`config.mk`:
```
export PLATFORM = sky130hd
export DESIGN_NAME = dtmf_tone_sequencer_flat
export DESIGN_NICKNAME = d
export VERILOG_FILES = /design/src/rtl/dtmf_pkg.sv /design/src/rtl/dtmf_tone_sequencer_if.sv /design/src/rtl/tone_divider.sv /design/src/rtl/dtmf_tone_sequencer.sv /design/src/flat_wrapper.sv
export SDC_FILE = /design/constraint.sdc
export NUM_CORES = 1
export LEC_CHECK = 0
export CAP_MARGIN = 15
export CELL_PAD_IN_SITES_DETAIL_PLACEMENT = 1
export CELL_PAD_IN_SITES_GLOBAL_PLACEMENT = 2
export CORE_UTILIZATION = 35
export DETAILED_ROUTE_END_ITERATION = 7
export PLACE_DENSITY_LB_ADDON = 0.08
export SYNTH_ARGS = -nofsm -noshare
export SYNTH_HDL_FRONTEND = slang
export SYNTH_SLANG_ARGS = --single-unit
```
`constraint.sdc`:
```
create_clock -name inclk -period 2.1 [get_ports inclk]
set_input_delay 0.315 -clock inclk [delete_from_list [all_inputs] [get_ports inclk]]
set_output_delay 0.315 -clock inclk [all_outputs]
set_load 0.005 [all_outputs]
```
`src/rtl/dtmf_pkg.sv`:
```
// DTMF shared definitions: tone half-period tables, sequencer states, key split helpers.
// Latency: n/a (constants and pure functions only).
// Backpressure: n/a.
package dtmf_pkg;

  localparam int NOM_CLK_HZ = 1000000;

  typedef enum logic [1:0] {
    ST_IDLE = 2'd0,
    ST_TONE = 2'd1,
    ST_GAP  = 2'd2
  } state_t;

  // Half-period in clocks, rounded to nearest: round(clk_hz / (2*freq)).
  function automatic logic [9:0] half_of(input int clk_hz, input int freq);
    int h;
    h = (clk_hz + freq) / (2 * freq);
    return h[9:0];
  endfunction

  function automatic logic [9:0] row_half(input int clk_hz, input int r);
    int f;
    case (r)
      0:       f = 697;
      1:       f = 770;
      2:       f = 852;
      default: f = 941;
    endcase
    return half_of(clk_hz, f);
  endfunction

  function automatic logic [9:0] col_half(input int clk_hz, input int c);
    int f;
    case (c)
      0:       f = 1209;
      1:       f = 1336;
      2:       f = 1477;
      default: f = 1633;
    endcase
    return half_of(clk_hz, f);
  endfunction

  // Tables at the 1 MHz lab clock: rows 717/649/587/531, cols 414/374/339/306.
  localparam logic [9:0] ROW_HALF [4] = '{row_half(NOM_CLK_HZ, 0), row_half(NOM_CLK_HZ, 1),
                                          row_half(NOM_CLK_HZ, 2), row_half(NOM_CLK_HZ, 3)};
  localparam logic [9:0] COL_HALF [4] = '{col_half(NOM_CLK_HZ, 0), col_half(NOM_CLK_HZ, 1),
                                          col_half(NOM_CLK_HZ, 2), col_half(NOM_CLK_HZ, 3)};

  // key_code = row*4 + col
  function automatic logic [1:0] key_row(input logic [3:0] code);
    return code[3:2];
  endfunction

  function automatic logic [1:0] key_col(input logic [3:0] code);
    return code[1:0];
  endfunction

endpackage

```
`src/rtl/dtmf_tone_sequencer_if.sv`:
```
// Keypad request channel: 4-bit key index with valid/ready handshake.
// Latency: n/a (wires only).
// Backpressure: key_valid is held by the source until key_ready is seen high at a clock edge.
interface dtmf_tone_sequencer_if;
  logic [3:0] key_code;
  logic       key_valid;
  logic       key_ready;

  modport master (output key_code, output key_valid, input key_ready);
  modport slave  (input key_code, input key_valid, output key_ready);
endinterface

```
`src/rtl/tone_divider.sv`:
```
// Square-wave divider: toggles tone every `half` enabled clocks (period 2*half).
// Latency: first toggle `half` clocks after en rises; en low clears counter and output next edge.
// Backpressure: none.
// Ports: inclk/reset_n clock and async reset, en run enable, half half-period in clocks, tone output.
module tone_divider (
  input  logic       inclk,
  input  logic       reset_n,
  input  logic       en,
  input  logic [9:0] half,
  output logic       tone
);

  logic [9:0] cnt;

  // Wrap at half-1 so the toggle lands on the edge where the count would reach half.
  always_ff @(posedge inclk or negedge reset_n) begin
    if (!reset_n) begin
      cnt  <= '0;
      tone <= 1'b0;
    end else if (!en) begin
      cnt  <= '0;
      tone <= 1'b0;
    end else if (cnt == half - 10'd1) begin
      cnt  <= '0;
      tone <= ~tone;
    end else begin
      cnt <= cnt + 10'd1;
    end
  end

endmodule

```
`src/rtl/dtmf_tone_sequencer.sv`:
```
// DTMF sequencer: accepts a key, plays row+col square waves for TONE_MS, then a silent GAP_MS.
// Latency: tone starts the edge after acceptance; done pulses (TONE_MS+GAP_MS)*MS_DIV clocks after it.
// Backpressure: key_ready only in IDLE with abort low; keys offered while busy are dropped, not queued.
// Ports: inclk/reset_n, key (slave handshake), abort, row_tone/col_tone, tone_active, busy, done.
module dtmf_tone_sequencer
  import dtmf_pkg::*;
#(
  parameter int CLK_HZ  = 1000000,
  parameter int MS_DIV  = CLK_HZ / 1000,
  parameter int TONE_MS = 100,
  parameter int GAP_MS  = 50
) (
  input  logic                    inclk,
  input  logic                    reset_n,
  dtmf_tone_sequencer_if.slave    key,
  input  logic                    abort,
  output logic                    row_tone,
  output logic                    col_tone,
  output logic                    tone_active,
  output logic                    busy,
  output logic                    done
);

  localparam int MS_MAX = (TONE_MS > GAP_MS) ? TONE_MS : GAP_MS;
  localparam int MS_W   = $clog2(MS_MAX + 1);
  localparam int PRE_W  = (MS_DIV > 1) ? $clog2(MS_DIV) : 1;

  localparam logic [PRE_W-1:0] PRE_LAST  = PRE_W'(MS_DIV - 1);
  localparam logic [MS_W-1:0]  TONE_LAST = MS_W'(TONE_MS - 1);
  localparam logic [MS_W-1:0]  GAP_LAST  = MS_W'(GAP_MS - 1);

  localparam logic [9:0] ROW_TBL [4] = '{row_half(CLK_HZ, 0), row_half(CLK_HZ, 1),
                                         row_half(CLK_HZ, 2), row_half(CLK_HZ, 3)};
  localparam logic [9:0] COL_TBL [4] = '{col_half(CLK_HZ, 0), col_half(CLK_HZ, 1),
                                         col_half(CLK_HZ, 2), col_half(CLK_HZ, 3)};

  state_t           state;
  logic [PRE_W-1:0] pre;
  logic [MS_W-1:0]  ms_cnt;
  logic [9:0]       row_half_q;
  logic [9:0]       col_half_q;
  logic             ms_tick;
  logic             div_en;
  logic             row_div;
  logic             col_div;

  assign key.key_ready = (state == ST_IDLE) & ~abort;
  assign ms_tick       = (pre == PRE_LAST);
  assign div_en        = (state == ST_TONE);

  // The dividers see the state change one edge late, so gate with tone_active to keep the
  // pins silent from the very first GAP/IDLE cycle.
  assign row_tone = row_div & tone_active;
  assign col_tone = col_div & tone_active;

  always_ff @(posedge inclk or negedge reset_n) begin
    if (!reset_n) begin
      state       <= ST_IDLE;
      pre         <= '0;
      ms_cnt      <= '0;
      row_half_q  <= '0;
      col_half_q  <= '0;
      tone_active <= 1'b0;
      busy        <= 1'b0;
      done        <= 1'b0;
    end else begin
      done <= 1'b0;
      case (state)
        ST_IDLE: begin
          if (key.key_valid && key.key_ready) begin
            state       <= ST_TONE;
            row_half_q  <= ROW_TBL[key_row(key.key_code)];
            col_half_q  <= COL_TBL[key_col(key.key_code)];
            pre         <= '0;
            ms_cnt      <= '0;
            tone_active <= 1'b1;
            busy        <= 1'b1;
          end
        end
        ST_TONE: begin
          if (abort) begin
            state       <= ST_IDLE;
            pre         <= '0;
            ms_cnt      <= '0;
            tone_active <= 1'b0;
            busy        <= 1'b0;
          end else if (ms_tick && ms_cnt == TONE_LAST) begin
            state       <= ST_GAP;
            pre         <= '0;
            ms_cnt      <= '0;
            tone_active <= 1'b0;
          end else begin
            pre <= ms_tick ? '0 : pre + PRE_W'(1);
            if (ms_tick) ms_cnt <= ms_cnt + MS_W'(1);
          end
        end
        ST_GAP: begin
          if (abort) begin
            state  <= ST_IDLE;
            pre    <= '0;
            ms_cnt <= '0;
            busy   <= 1'b0;
          end else if (ms_tick && ms_cnt == GAP_LAST) begin
            state  <= ST_IDLE;
            pre    <= '0;
            ms_cnt <= '0;
            busy   <= 1'b0;
            done   <= 1'b1;
          end else begin
            pre <= ms_tick ? '0 : pre + PRE_W'(1);
            if (ms_tick) ms_cnt <= ms_cnt + MS_W'(1);
          end
        end
        default: begin
          state       <= ST_IDLE;
          tone_active <= 1'b0;
          busy        <= 1'b0;
        end
      endcase
    end
  end

  tone_divider u_row_div (
    .inclk   (inclk),
    .reset_n (reset_n),
    .en      (div_en),
    .half    (row_half_q),
    .tone    (row_div)
  );

  tone_divider u_col_div (
    .inclk   (inclk),
    .reset_n (reset_n),
    .en      (div_en),
    .half    (col_half_q),
    .tone    (col_div)
  );

endmodule

```
`src/flat_wrapper.sv`:
```
// flat-port wrapper written by rule: the top's interface ports become plain ports
module dtmf_tone_sequencer_flat import dtmf_pkg::*;
#(
  parameter int CLK_HZ  = 1000000,
  parameter int MS_DIV  = CLK_HZ / 1000,
  parameter int TONE_MS = 100,
  parameter int GAP_MS  = 50
)
  (inclk, reset_n, abort, row_tone, col_tone, tone_active, busy, done, key_key_code, key_key_valid, key_key_ready);
  dtmf_tone_sequencer_if key_i ();
  input  logic inclk;
  input  logic reset_n;
  input  logic abort;
  output logic row_tone;
  output logic col_tone;
  output logic tone_active;
  output logic busy;
  output logic done;
  input wire logic [$bits(key_i.key_code)-1:0] key_key_code;
  input wire logic [$bits(key_i.key_valid)-1:0] key_key_valid;
  output wire logic [$bits(key_i.key_ready)-1:0] key_key_ready;
  assign key_i.key_code = key_key_code;
  assign key_i.key_valid = key_key_valid;
  assign key_key_ready = key_i.key_ready;
  dtmf_tone_sequencer #(.CLK_HZ(CLK_HZ), .MS_DIV(MS_DIV), .TONE_MS(TONE_MS), .GAP_MS(GAP_MS)) u_core (.inclk(inclk), .reset_n(reset_n), .key(key_i), .abort(abort), .row_tone(row_tone), .col_tone(col_tone), .tone_active(tone_active), .busy(busy), .done(done));
endmodule
```
== Word level (Yosys, flattened, before mapping) ==
Cells that the tools add are included.

* Input bits: 8
* Word-level logic and storage cells: 97
* Output and inout port bits: 6
* Register bits: 64

* Bitwise operators: 9
* Eq/ne operators: 13
* Add/subtract/negate cells: 6
* Muxes and demuxes: 45
* Order comparisons: 2
* Reduce and logical (&&, ||, !) cells: 10

{| class="wikitable"
|+ Operator list
! cell !! count
|-
| 10-bit two-way mux || 14
|-
| 7-bit two-way mux || 6
|-
| 10-bit binary-select mux with 2-bit select || 2
|-
| 10-bit by 1-bit adder with 10-bit output, second input constant || 3
|-
| 10-bit case mux with 3 select lines || 1
|-
| 7-bit case mux with 3 select lines || 1
|-
| 10-bit == test || 2
|-
| 10-bit by 1-bit subtractor with 10-bit output, second input constant || 2
|-
| 1-bit two-way mux || 13
|-
| 10-bit == test, second input constant || 1
|-
| 2-bit two-way mux || 5
|-
| 3-bit AND reduction || 3
|-
| 7-bit by 1-bit adder with 7-bit output, second input constant || 1
|-
| 7-bit by 6-bit == test with 1-bit output, second input constant || 1
|-
| 7-bit == test, second input constant || 1
|-
| 3-bit greater-or-equal comparator, second input constant || 2
|-
| 3-bit by 2-bit inequality test with 1-bit output, second input constant || 2
|-
| 2-bit NOT with 3-bit output || 2
|-
| 1-bit case mux with 3 select lines || 2
|-
| 2-bit case mux with 3 select lines || 1
|-
| 2-bit by 1-bit inequality test with 1-bit output, second input constant || 2
|-
| 2-bit inequality test, second input constant || 2
|-
| 1-bit NOT || 4
|-
| 2-bit AND reduction || 2
|-
| other kinds (6) || 10
|}

== Logic depth before layout (Yosys ltp) ==
* Depth after elaboration: 5
* Mapped depth: 10
* Mapped depth without buffers: 8

== Hierarchy ==
Synthesis repeated with hierarchy kept, for this count alone.

* Cells, all modules: 377
* Area total of the unflattened synthesis: 3484.6 sq um

{| class="wikitable"
|+ Modules (own cells, without submodules)
! module !! times used !! area an instance (sq um) !! seq. area each (sq um) !! cells each
|-
| dtmf_tone_sequencer || 1 || 1863.0 || 850.8 || 191
|-
| tone_divider || 2 || 810.8 || 275.3 || 93
|}

== Least setup slack after synthesis ==
OpenSTA, ideal clock, no wires.

* Kind: register to register
* Start point: register u_core.col_half_q[4]
* End point: register u_core.u_col_div.cnt[2]
* Cell stages (with the launch flop): 10
* Setup time: 0.143 ns
* Path slack: -0.121 ns
* Clock period less this slack: 2.221 ns
* Data arrival time: 2.078 ns
* Buffers on the path: 1
* Data required time: 1.957 ns
* Path through: dfrtp_1 clkbuf_8 inv_1 ha_1 nor3b_1 a21oi_1 xor2_1 nand4_1 o31ai_2 nor2_1

* Longest elaborated chain between the ends: 4

{| class="wikitable"
|+ RTL lines
! element !! RTL line !! RTL
|-
| start: declaration || dtmf_tone_sequencer.sv:41 || <nowiki>logic [9:0] col_half_q;</nowiki>
|-
| start signal: assignment || dtmf_tone_sequencer.sv:73 || <nowiki>col_half_q <= COL_TBL[key_col(key.key_code)];</nowiki>
|-
| 10-bit by 1-bit subtractor with 10-bit output || tone_divider.sv:23 || <nowiki>end else if (cnt == half - 10'd1) begin</nowiki>
|-
| 10-bit == test || tone_divider.sv:23 ||
|-
| 10-bit two-way mux || tone_divider.sv:23 ||
|-
| 10-bit two-way mux || tone_divider.sv:20 || <nowiki>end else if (!en) begin</nowiki>
|-
| end signal: assignment || tone_divider.sv:27 || <nowiki>cnt <= cnt + 10'd1;</nowiki>
|-
| end: declaration || tone_divider.sv:13 || <nowiki>logic [9:0] cnt;</nowiki>
|}

Every way passes these cells.
A chain may end at the register's enable or synchronous reset.

== Worst setup path in the final report ==
Same ends and word-level chain as after synthesis.

==> run_results.csv <==
group,metric,value,unit
worst_setup_path,critPathLaunchType,"flip-flop",
synth,dominantRegCellSynth,"sky130_fd_sc_hd__dfrtp_1",
cells_and_area,drive_above_1_share,24.4,%
synth,avgSynthCellArea,9.18,sq um
worst_setup_path,reg2reg_from,"u_core.col_half_q[4]",
worst_setup_path,critPathKind,"reg2reg",
grt,gr_util_all_layers,18.5,%
placed_design,setup_ws_pre_cts,-0.0301,ns
power,power_per_cell_area,889,mW/mm^2
routing,detail_route.drc_violations,2,
grt,grt_start_max_net_pins,39,
clocking,clock_tree.htree_level_count,2,
die,standard_cell_rows,34,
routing,antenna_violating_nets_post_route,0,
routing,first_pass_detailed_route_iteration_total,6,
die,pin_count,14,
placed_design,number_of_cells_in_the_design_after_placement,506,
routing,first_iter_violations,84,
timing,slew_headroom,65.8,%
power,p_leak,1.84,nW
routing,route.detailed.vias_per_inst,5.18,
synth,synth-async-reset-ratio,100,%
run_status,outcome,"complete, but fails checks",
worst_setup_path,cp_required,2.30,ns
worst_setup_path,crit_path_end,"u_core.u_col_div.cnt[2]",
timing,timing_max_transition_violations_final,0,
routing,vias,2727,
die,starting_density_of_the_core,36.5,%
cells_and_area,antenna_cells,0,
grt,grt_first_pass_wirelength,14.2,mm
worst_setup_path,r2r_cells,7,
synth,synth-seq-area-share,43.4,%
die,placeableCoreArea,0.00885,sq mm
clocking,clkLatencyLatePin,0.31,ns
timing,timing.final.hold_violations,0,
synth,synthesis.area,0.00323,sq mm
power,seq_power_share,39.5,%
timing,finalCriticalPeriod,2.14,ns
die,floorplan.die.height,98.1,microns
placed_design,dp_hpwl,6.02,mm
clocking,cts.sinks,56,
timing,tightest_slew,0.511,ns
grt,overflow,0,
timing,setup_viol_count_final,11,
timing,timing.setup.tns,-0.334,ns
worst_setup_path,worst_r2r_endpoint,"u_core.u_col_div.cnt[2]",
clocking,clock_path_buffers,2,
synth,synth_cells,352,
power,switching_power,1.39,mW
run_status,failing_checks,"design-rule violations, negative setup slack",
clocking,clk_pin_slew,0.10,ns
grt,antenna_found_initial,0,
worst_setup_path,crit_path_end_kind,"flip-flop",
synth,synth_fp_nets,373,
cells_and_area,final_nets,439,
worst_setup_path,path_max_fanout,10,
timing,post-route-worst-setup-slack,-0.0361,ns
placed_design,globalplace.congestion,0.769,
die,die_span_in_x,98.1,microns
synth,synth_warn,0,
grt,grt_pass1_vias,2915,
cells_and_area,layout.cells.non_filler,526,
synth,post_synth_cell_types,48,
routing,routed_wl,8.25,mm
timing,fmax,0.468,GHz
worst_setup_path,r2r_slack,-0.04,ns
power,internal_pwr_total,2.30,mW
worst_setup_path,cp-startpoint,"u_core.col_half_q[4]",
power,clkPwrFrac,16.1,%
timing,fin_skew,0.00616,ns
synth,synth_enable_flop_cells,0,
worst_hold_path,timing.hold.worst.class,"in2async",
synth,synth_seq_cells,56,
cells_and_area,finish.utilization,46.9,%
placed_design,place.port_buffers,13,
die,fp.dieArea,0.00962,sq mm
power,power.share.switching,37.8,%
routing,routed_wire_length_per_instance,15.7,microns
power,power_frac_comb,44.4,%
clocking,cts_tree,"yes",
power,vdd.ir_drop.worst,0.339,mV
worst_setup_path,cp.arrival,2.34,ns
flow_run,cap_violations,0,
timing,fin_crit_sh,102,%
clocking,numCtsBuffers,5,
timing,rsz0062_at_grt,"true",
clocking,cts.root.buffer_cell,"sky130_fd_sc_hd__clkbuf_8",
cells_and_area,layout-area-overhead-vs-synth,28.4,%
[through the flow]
stage | hold slack, ns | cell area [sq um] | power [mW]
floorplan | 0.0194 | 3260 | 2.25
global placement | 0.304 | 3840 | 2.89
detailed placement | 0.304 | 3840 | 2.92
CTS | 0.498 | 3970 | 3.60
global route | 0.523 | 4150 | 3.98
finish | 0.488 | 4150 | 3.69
[state kept, by name (all words and copies together) (netlist names)]
register               cells
u_core.col_half_q          6
u_core.pre                10
u_core.row_half_q          6
u_core.u_row_div.tone      1
u_core.tone_active         1
u_core.u_row_div.cnt      10
u_core.state               2
u_core.ms_cnt              7
u_core.busy                1
u_core.done                1
u_core.u_col_div.tone      1
u_core.u_col_div.cnt      10
[power groups by stage]
stage                     sequential [mW]  combinational, mW  clock, mW
after global placement               1.45               1.43          0
final                                1.46               1.64      0.594
after global routing                 1.49               1.83      0.655
after floorplan                      1.44              0.808          0
after detailed placement             1.46               1.46          0
after CTS                            1.43               1.54      0.624
[cell usage after synthesis, types with 4 or more instances]
cell / n / share of area (%)
sky130_fd_sc_hd__xor2_1: 27 / 7.3
sky130_fd_sc_hd__o21ai_0: 30 / 4.6
sky130_fd_sc_hd__nand2_1: 30 / 3.5
sky130_fd_sc_hd__clkbuf_1: 9 / 1.0
sky130_fd_sc_hd__a21oi_1: 11 / 1.7
sky130_fd_sc_hd__inv_1: 15 / 1.7
sky130_fd_sc_hd__nand3_1: 19 / 2.9
sky130_fd_sc_hd__xnor2_1: 12 / 3.3
sky130_fd_sc_hd__dfrtp_1: 56 / 43
sky130_fd_sc_hd__and3_1: 11 / 2.1
sky130_fd_sc_hd__ha_1: 13 / 5.0
sky130_fd_sc_hd__mux2_2: 6 / 2.1
sky130_fd_sc_hd__nor3_1: 4 / 0.62
sky130_fd_sc_hd__nor2_1: 46 / 5.3
sky130_fd_sc_hd__nand2b_1: 5 / 0.97
sky130_fd_sc_hd__nand4_1: 7 / 1.4
sky130_fd_sc_hd__o31ai_1: 5 / 1.2
sky130_fd_sc_hd__mux2i_1: 4 / 1.2
[logic make-up (layout without fill, tap and decap cells)]
family          after synthesis  in the layout  share of synthesized area (%)
compound gates               64             64                           12.3
xor+xnor                     39             39                           10.6
fa+ha+maj                    13             13                           5.03
buf+inv                      26             92                           3.37
flops                        56             56                           43.4
mux                          10             10                           3.33
simple gates                144            144                           22.0
[worst min path at each step]
stage	depth (start not counted)	end	slack [ns]
2_1_floorplan	0	u_core.busy	0.02
3_3_place_gp	1	u_core.col_half_q[7]	0.30
3_5_place_dp	1	u_core.col_half_q[6]	0.30
4_1_cts	2	u_core.row_half_q[6]	0.50
5_1_grt	2	u_core.row_half_q[6]	0.52
6_report	2	u_core.col_half_q[6]	0.49
[layout make-up]
type,count,area (sq um)
sequential,56,1400
multi-input combinational,270,1880
clock inverter,1,5.00
timing repair buffer,70,597
tap,108,135
inverter,15,56.3
clock buffer,6,72.6
fill,1047,4700
[repair_timing]
action	CTS	global route
gates resized for setup	5	29
buffers inserted	3	8
hold buffers	1	0
endpoints found under the hold margin	18	0
cloned	0	1
endpoints found under the setup margin	13	23
pin swaps	0	6
[layer usage]
layer  routed length, microns  GRT usage (%)  up-vias  share of wire (%)
met5                        0              0        -                  0
met2                     4080           32.0       16                 49
li1                         -              -     1349                  -
met3                      119           2.22        7                1.4
met4                       99           4.55        0                1.2
met1                     3950           24.5     1355                 48
[worst max-delay path, stage by stage (launching register included)]
cell and delay [ns]:
sky130_fd_sc_hd__dfrtp_1 0.43, sky130_fd_sc_hd__or4_4 0.56, sky130_fd_sc_hd__a221oi_2 0.22, sky130_fd_sc_hd__nand4_1 0.16
sky130_fd_sc_hd__buf_4 0.18, sky130_fd_sc_hd__o31ai_4 0.27, sky130_fd_sc_hd__buf_12 0.16, sky130_fd_sc_hd__nor2_1 0.04
[cells in the final DEF (no fill, tap or decap), types with 2 or more instances in the layout]
| master | netlist | routed |
|---|---|---|
| sky130_fd_sc_hd__dfrtp_1 | 56 | 55 |
| sky130_fd_sc_hd__buf_4 | 0 | 52 |
| sky130_fd_sc_hd__nor2_1 | 46 | 43 |
| sky130_fd_sc_hd__nand2_1 | 30 | 28 |
| sky130_fd_sc_hd__xor2_1 | 27 | 27 |
| sky130_fd_sc_hd__o21ai_0 | 30 | 26 |
| sky130_fd_sc_hd__nand3_1 | 19 | 19 |
| sky130_fd_sc_hd__inv_1 | 15 | 13 |
| sky130_fd_sc_hd__clkdlybuf4s50_1 | 0 | 12 |
| sky130_fd_sc_hd__and3_1 | 11 | 11 |
| sky130_fd_sc_hd__xnor2_1 | 12 | 11 |
| sky130_fd_sc_hd__a21oi_1 | 11 | 9 |
| sky130_fd_sc_hd__ha_1 | 13 | 9 |
| sky130_fd_sc_hd__nand4_1 | 7 | 7 |
| sky130_fd_sc_hd__mux2_2 | 6 | 6 |
| sky130_fd_sc_hd__nand2b_1 | 5 | 5 |
| sky130_fd_sc_hd__clkbuf_8 | 1 | 5 |
| sky130_fd_sc_hd__mux2i_1 | 4 | 4 |
| sky130_fd_sc_hd__o31ai_1 | 5 | 4 |
| sky130_fd_sc_hd__nor3_2 | 0 | 3 |
| sky130_fd_sc_hd__nand3b_1 | 3 | 3 |
| sky130_fd_sc_hd__o21ai_1 | 0 | 3 |
| sky130_fd_sc_hd__a21oi_2 | 1 | 3 |
| sky130_fd_sc_hd__or2_2 | 3 | 3 |
| sky130_fd_sc_hd__ha_4 | 0 | 3 |
| sky130_fd_sc_hd__buf_12 | 0 | 3 |
| sky130_fd_sc_hd__inv_2 | 0 | 2 |
| sky130_fd_sc_hd__nor4_4 | 0 | 2 |
| sky130_fd_sc_hd__a31oi_1 | 2 | 2 |
| sky130_fd_sc_hd__nor4_1 | 3 | 2 |
| sky130_fd_sc_hd__nor2_2 | 0 | 2 |
| sky130_fd_sc_hd__o31ai_4 | 0 | 2 |
| sky130_fd_sc_hd__or4_4 | 1 | 2 |
| sky130_fd_sc_hd__nand2_2 | 0 | 2 |
| sky130_fd_sc_hd__and2_1 | 2 | 2 |
| sky130_fd_sc_hd__o211ai_1 | 2 | 2 |
| sky130_fd_sc_hd__o21a_1 | 2 | 2 |
Note: power is estimated with default switching activity, not from simulation.
